[src/rtl/regfile_write_arbiter_pkg.sv]
// Shared types and constants for the register file write arbiter and its
// pending-write scoreboard.
package PkgRegFileArbiter;

  localparam int DEF_DATA_WIDTH = 32;
  localparam int DEF_CNT_WIDTH  = 2;

  typedef logic [3:0]                RegSel;
  typedef logic [DEF_DATA_WIDTH-1:0] RegData;
  typedef logic [DEF_CNT_WIDTH-1:0]  PendCnt;

  typedef struct packed {
    logic   valid;
    RegSel  sel;
    RegData data;
  } PortIn_WbReq;

  localparam RegSel ZERO_REG = 4'd0;

endpackage

[src/rtl/regfile_write_arbiter_rr.sv]
// Round-robin grant over the writeback sources; the pointer moves just past
// the last winner so every requester is served within NUM_SOURCES grants.
module round_robin_arbiter #(
  parameter int NUM_SOURCES = 3,
  parameter int PW          = $clog2(NUM_SOURCES)
) (
  input  logic                   clk,
  input  logic                   reset_n,
  input  logic [NUM_SOURCES-1:0] req,
  output logic [NUM_SOURCES-1:0] grant,
  output logic [PW-1:0]          grant_idx,
  output logic                   grant_any
);

  logic [PW-1:0] rr_ptr;

  always_comb begin
    int cand;
    grant     = '0;
    grant_idx = '0;
    grant_any = 1'b0;
    cand      = 0;
    for (int off = 0; off < NUM_SOURCES; off++) begin
      cand = (int'(rr_ptr) + off) % NUM_SOURCES;
      if (!grant_any && req[cand]) begin
        grant_any   = 1'b1;
        grant[cand] = 1'b1;
        grant_idx   = PW'(cand);
      end
    end
    // Nothing may be granted while reset is held, or the handshake would complete.
    if (!reset_n) begin
      grant     = '0;
      grant_any = 1'b0;
    end
  end

  always_ff @(posedge clk) begin
    if (!reset_n) begin
      rr_ptr <= '0;
    end else if (grant_any) begin
      rr_ptr <= (grant_idx == PW'(NUM_SOURCES - 1)) ? '0 : grant_idx + PW'(1);
    end
  end

endmodule

[src/rtl/regfile_write_arbiter.sv]
// Register file write port arbiter with a registered write output and a
// per-register pending-write scoreboard that drives decode RAW hazard flags.
module regfile_write_arbiter
  import PkgRegFileArbiter::*;
#(
  parameter int NUM_SOURCES = 3,
  parameter int NUM_REGS    = 16,
  parameter int DATA_WIDTH  = DEF_DATA_WIDTH,
  parameter int CNT_WIDTH   = DEF_CNT_WIDTH
) (
  input  logic                              clk,
  input  logic                              reset_n,
  input  logic [NUM_SOURCES-1:0]            req_valid,
  input  logic [NUM_SOURCES*4-1:0]          req_sel,
  input  logic [NUM_SOURCES*DATA_WIDTH-1:0] req_data,
  output logic [NUM_SOURCES-1:0]            req_ready,
  output logic                              wr_en,
  output logic [3:0]                        wr_sel,
  output logic [DATA_WIDTH-1:0]             wr_data,
  input  logic                              rsv_en,
  input  logic [3:0]                        rsv_sel,
  output logic                              rsv_ready,
  input  logic [3:0]                        query_sel_ra,
  input  logic [3:0]                        query_sel_rb,
  input  logic [3:0]                        query_sel_rc,
  output logic                              hazard_ra,
  output logic                              hazard_rb,
  output logic                              hazard_rc,
  output logic                              err_underflow
);

  localparam int PW = $clog2(NUM_SOURCES);

  PortIn_WbReq            reqs [NUM_SOURCES];
  logic [NUM_SOURCES-1:0] req_vec;
  logic [NUM_SOURCES-1:0] grant;
  logic [PW-1:0]          grant_idx;
  logic                   grant_any;
  PortIn_WbReq            acc;
  logic                   retire;
  logic                   reserve;
  logic [NUM_REGS-1:0]    inc_vec;
  logic [NUM_REGS-1:0]    dec_vec;
  logic [CNT_WIDTH-1:0]   count [NUM_REGS];

  always_comb begin
    for (int s = 0; s < NUM_SOURCES; s++) begin
      reqs[s].valid = req_valid[s];
      reqs[s].sel   = req_sel[s*4 +: 4];
      reqs[s].data  = req_data[s*DATA_WIDTH +: DATA_WIDTH];
      req_vec[s]    = reqs[s].valid;
    end
  end

  round_robin_arbiter #(.NUM_SOURCES(NUM_SOURCES), .PW(PW)) u_rr (
    .clk       (clk),
    .reset_n   (reset_n),
    .req       (req_vec),
    .grant     (grant),
    .grant_idx (grant_idx),
    .grant_any (grant_any)
  );

  assign req_ready = grant;
  assign acc       = reqs[grant_idx];
  assign retire    = grant_any && (acc.sel != ZERO_REG);
  assign rsv_ready = reset_n && (count[rsv_sel] != {CNT_WIDTH{1'b1}});
  assign reserve   = rsv_en && rsv_ready && (rsv_sel != ZERO_REG);

  always_comb begin
    inc_vec = '0;
    dec_vec = '0;
    if (reserve) inc_vec[rsv_sel] = 1'b1;
    if (retire)  dec_vec[acc.sel] = 1'b1;
  end

  // A write to r0 still completes the handshake but never reaches the register file.
  always_ff @(posedge clk) begin
    if (!reset_n) begin
      wr_en   <= 1'b0;
      wr_sel  <= '0;
      wr_data <= '0;
    end else if (grant_any) begin
      wr_en   <= (acc.sel != ZERO_REG);
      wr_sel  <= acc.sel;
      wr_data <= acc.data;
    end else begin
      wr_en   <= 1'b0;
    end
  end

  // Reserve and retire of the same register cancel; a lone retire at zero is an error.
  always_ff @(posedge clk) begin
    if (!reset_n) begin
      for (int r = 0; r < NUM_REGS; r++) count[r] <= '0;
      err_underflow <= 1'b0;
    end else begin
      count[0] <= '0;
      for (int r = 1; r < NUM_REGS; r++) begin
        if (inc_vec[r] && !dec_vec[r]) begin
          count[r] <= count[r] + CNT_WIDTH'(1);
        end else if (dec_vec[r] && !inc_vec[r]) begin
          if (count[r] == '0) err_underflow <= 1'b1;
          else                count[r]      <= count[r] - CNT_WIDTH'(1);
        end
      end
    end
  end

  assign hazard_ra = (query_sel_ra != ZERO_REG) && (count[query_sel_ra] != '0);
  assign hazard_rb = (query_sel_rb != ZERO_REG) && (count[query_sel_rb] != '0);
  assign hazard_rc = (query_sel_rc != ZERO_REG) && (count[query_sel_rc] != '0);

endmodule

[config.mk]
export PLATFORM = sky130hd
export DESIGN_NAME = regfile_write_arbiter
export DESIGN_NICKNAME = d
export VERILOG_FILES = /design/src/rtl/regfile_write_arbiter_pkg.sv /design/src/rtl/regfile_write_arbiter_rr.sv /design/src/rtl/regfile_write_arbiter.sv
export SDC_FILE = /design/constraint.sdc
export NUM_CORES = 1
export LEC_CHECK = 0
export BUFFER_PORTS_ARGS = -buffer_cell sky130_fd_sc_hd__buf_4
export CAP_MARGIN = 30
export CORE_MARGIN = 2
export CORE_UTILIZATION = 45
export DETAILED_ROUTE_END_ITERATION = 7
export PLACE_DENSITY = 0.73
export RECOVER_POWER = 50
export SYNTH_ARGS = -nofsm -noshare
export SYNTH_HDL_FRONTEND = slang
export SYNTH_HIERARCHICAL = 1
export SYNTH_SLANG_ARGS = --single-unit
[constraint.sdc]
create_clock -name clk -period 7.7 [get_ports clk]
set_input_delay 1.54 -clock clk [delete_from_list [all_inputs] [get_ports clk]]
set_output_delay 1.54 -clock clk [all_outputs]
set_load 0.005 [all_outputs]
==> flow_summary.toml <==
[run_status]
run_status = "complete, but fails checks"
violations = "max-capacitance violations, max-slew violations"

[floorplanning]
dieArea_mm2 = 0.0124
rows = 39
ios = 175
die_w_um = 112
start_util_pct = 45.8
core_area_mm2 = 0.0114
fp.dieH_um = 112

[power]
p_int_uw = 1250
power.share.switching_pct = 43.6
seqPwrFrac_pct = 24.8
pwr-share-comb_pct = 58.1
p_per_area_mw_per_mm2 = 327
pwr-share-clk_pct = 17.1
p_switching_uw = 963
p_leak_uw = 0.00279
peakVddDrop_uv = 238

[clock_network]
cts_hold_buf = 0
cts_root_buffer = "clkbuf_16"
clkSlewWorstSetupHoldPaths_ns = 0.05
clock_path_buffers = 2
cts_setup_buffers = 0
insertion_delay_ns = 0.33
htree_levels = 3
cts_made_buffers = 9
tritoncts_num_sinks = 70
cts_resized = 0
cts_tree = "done"

[logic_synthesis]
synth_cell_type_count = 62
synth_top_flop_cell = "dfxtp_1"
yosysSeqAreaShare_pct = 32.7
synth_nets = 759
synthArstFlopShare_pct = 0
synth_edf_count = 30
yosysWarnings = 6
synth_cells = 624
yosysTopAreaCell = "edfxtp_1"
synth_area_leaders = "edfxtp_1 (17%), dfxtp_1 (15%), mux2i_1 (9.2%), nor2_1 (8.6%), mux4_2 (5.2%)"
synth_seq_cells = 70
yosys.area.top_type_share_pct = 17.3
synth_area_mm2 = 0.00520
avgSynthCellArea_um2 = 8.34

[sta]
rsz0062_at_grt = "no"
setup_violations = 0
finalHoldViolCount = 0
fin_setup_tns_ns = 0
maxSlewHeadroom_pct = -45.7
period_share_pct = 68.9
period_needed_ns = 5.31
tightestPinTransition_ns = 2.19
slew_violations = 83
fin_ws_ns = 2.39
finalClockSkew_ns = 0.00441
maxClockFrequency_mhz = 188

[cells_and_area]
final_layout_size_suffix_gt1_share_pct = 26.4
final_cells = 920
final_core_util_pct = 59.4
stdcell_area_mm2 = 0.00676
antenna-diode-count = 0
layout-area-overhead-vs-synth_pct = 29.9
nets = 907

[flow_run]
maxCapViolCount = 2

[global_route]
antenna_found_initial = 0
grt_pass1_vias = 5335
grt_use_total_pct = 25.9
grt_pass1_wl_mm = 26.1
grt_max_degree = 76
overflow = 0

[setup_path]
worst_ep_required_time_ns = 7.78
crit_start = "reset_n"
worstPathMaxFanout = 75
crit_arrival_ns = 5.39
r2r-start = "u_rr/rr_ptr[1]"
critPathKind = "input pin to flip-flop"
endpoint_kind = "flip-flop"
cp-start-kind = "input pin"

[drt]
drt-total-wl_mm = 15.9
vias = 5406
dr.pass1.iters = 5
wl_per_cell_um = 17.3
route.detailed.drc = 0
vias_per_cell = 5.88
dr.first_iter.drc_count = 321
drtAntennaViolNets = 0

[placed_design]
globalplace.congestion = 0.969
placedCellCount = 904
placed_cell_area_mm2 = 0.00656
place_ws_ns = 2.49
hpwlAfterDp_mm = 12.3
io_buffers = 174

[hold_path]
min-delay-start = "wr_data[26]"
hp-class = "flip-flop to flip-flop"
[logic make-up (layout without fill, tap and decap cells)]
group / count (synthesis) / in the layout / share of synthesized area (%)
muxes: 63 / 63 / 15.4
DFF: 70 / 70 / 32.7
xor gates and xnor gates: 6 / 6 / 1.01
and+or+nand+nor: 229 / 229 / 20.0
buffers and inverters: 70 / 223 / 5.75
adders and majority gates: 5 / 5 / 1.20
AOI/OAI and AO/OA: 181 / 181 / 23.9
[final cells by class]
cell class / instances / area, µm²
repair buffers: 179 / 1270
inverters: 28 / 105
fillers: 1015 / 4610
flip-flops and latches: 70 / 1700
multi-input cells: 484 / 3230
clock buffers: 14 / 254
well taps: 143 / 179
clock inverters: 2 / 10.0
[sequential cells by signal, indices dropped and copies added (netlist names)]
signal and cells:
wr_data 32, count 30, wr_sel 4, u_rr/rr_ptr 2
err_underflow 1, wr_en 1
[stage by stage]
stage	hold WS, ns	power, µW
2_1_floorplan	0.478	1470
3_3_place_gp	0.475	1820
3_5_place_dp	0.479	1860
4_1_cts	0.489	2240
5_1_grt	0.503	2390
6_report	0.482	2210
[layout by cell type (no fill, tap or decap), types with 5 or more instances in the layout]
master     count
clkbuf_1      23
mux2i_1       48
dfxtp_1       40
ha_1           5
inv_1         27
and2_1         8
clkbuf_4      21
nor2_1       119
nand4_1        7
xnor2_1        5
a211oi_1      35
nor2b_1        6
o21a_1         5
nand2_1       34
buf_4        139
nor3_1         7
edfxtp_1      30
nand3b_1       6
a31o_2         5
nand3_1       23
o211ai_1       8
clkbuf_16      9
and3_1         7
mux4_2        12
a21oi_1       44
o21ai_0       25
a31oi_1       12
[cell usage after synthesis (all sizes together) (3+ instances only)]
master,instances
nor2,119
mux2i,49
a21oi,45
dfxtp,40
a211oi,35
nand2,35
edfxtp,30
inv,28
clkbuf,25
nand3,25
o21ai,25
buf,17
a31oi,13
mux4,12
and2,8
o211ai,8
and3,7
nand4,7
nor2b,7
nor3,7
nand3b,6
a31o,5
ha,5
o21a,5
xnor2,5
a2bb2oi,4
a311o,4
nand2b,4
o22ai,4
o2bb2ai,4
o311ai,4
o22a,3
o31a,3
[power groups by stage]
stage               Combinational [µW]  Sequential [µW]  Clock (µW)
floorplan                          927              544           0
global placement                  1270              552           0
detailed placement                1310              554           0
CTS                               1310              549         381
global route                      1420              559         403
finish                            1280              547         378
[critical path: stages]
cell	delay, ns
clkbuf_1	1.14
inv_1	0.38
a21oi_4	0.23
buf_4	0.57
inv_1	0.17
nor3_1	0.55
and2_1	0.36
nor2_1	0.12
a41oi_1	0.22
o2bb2ai_1	0.10
[final timing paths]
path	end	slack [ns]	cells past startpoint
worst max-delay path	count[8][1]	2.39	10
worst min-delay path	wr_data[26]	0.48	2
worst max register to register	err_underflow	3.18	16
worst min register to register	wr_data[26]	0.48	2
[per-layer routing]
layer	track usage, %	vias to the layer above	wire [µm]
li1	-	2606	-
met1	30.1	2515	6050
met5	0	-	0
met4	9.88	0	385
met3	5.99	37	1260
met2	46.3	248	8200
Power figures use the tool's default switching activity.
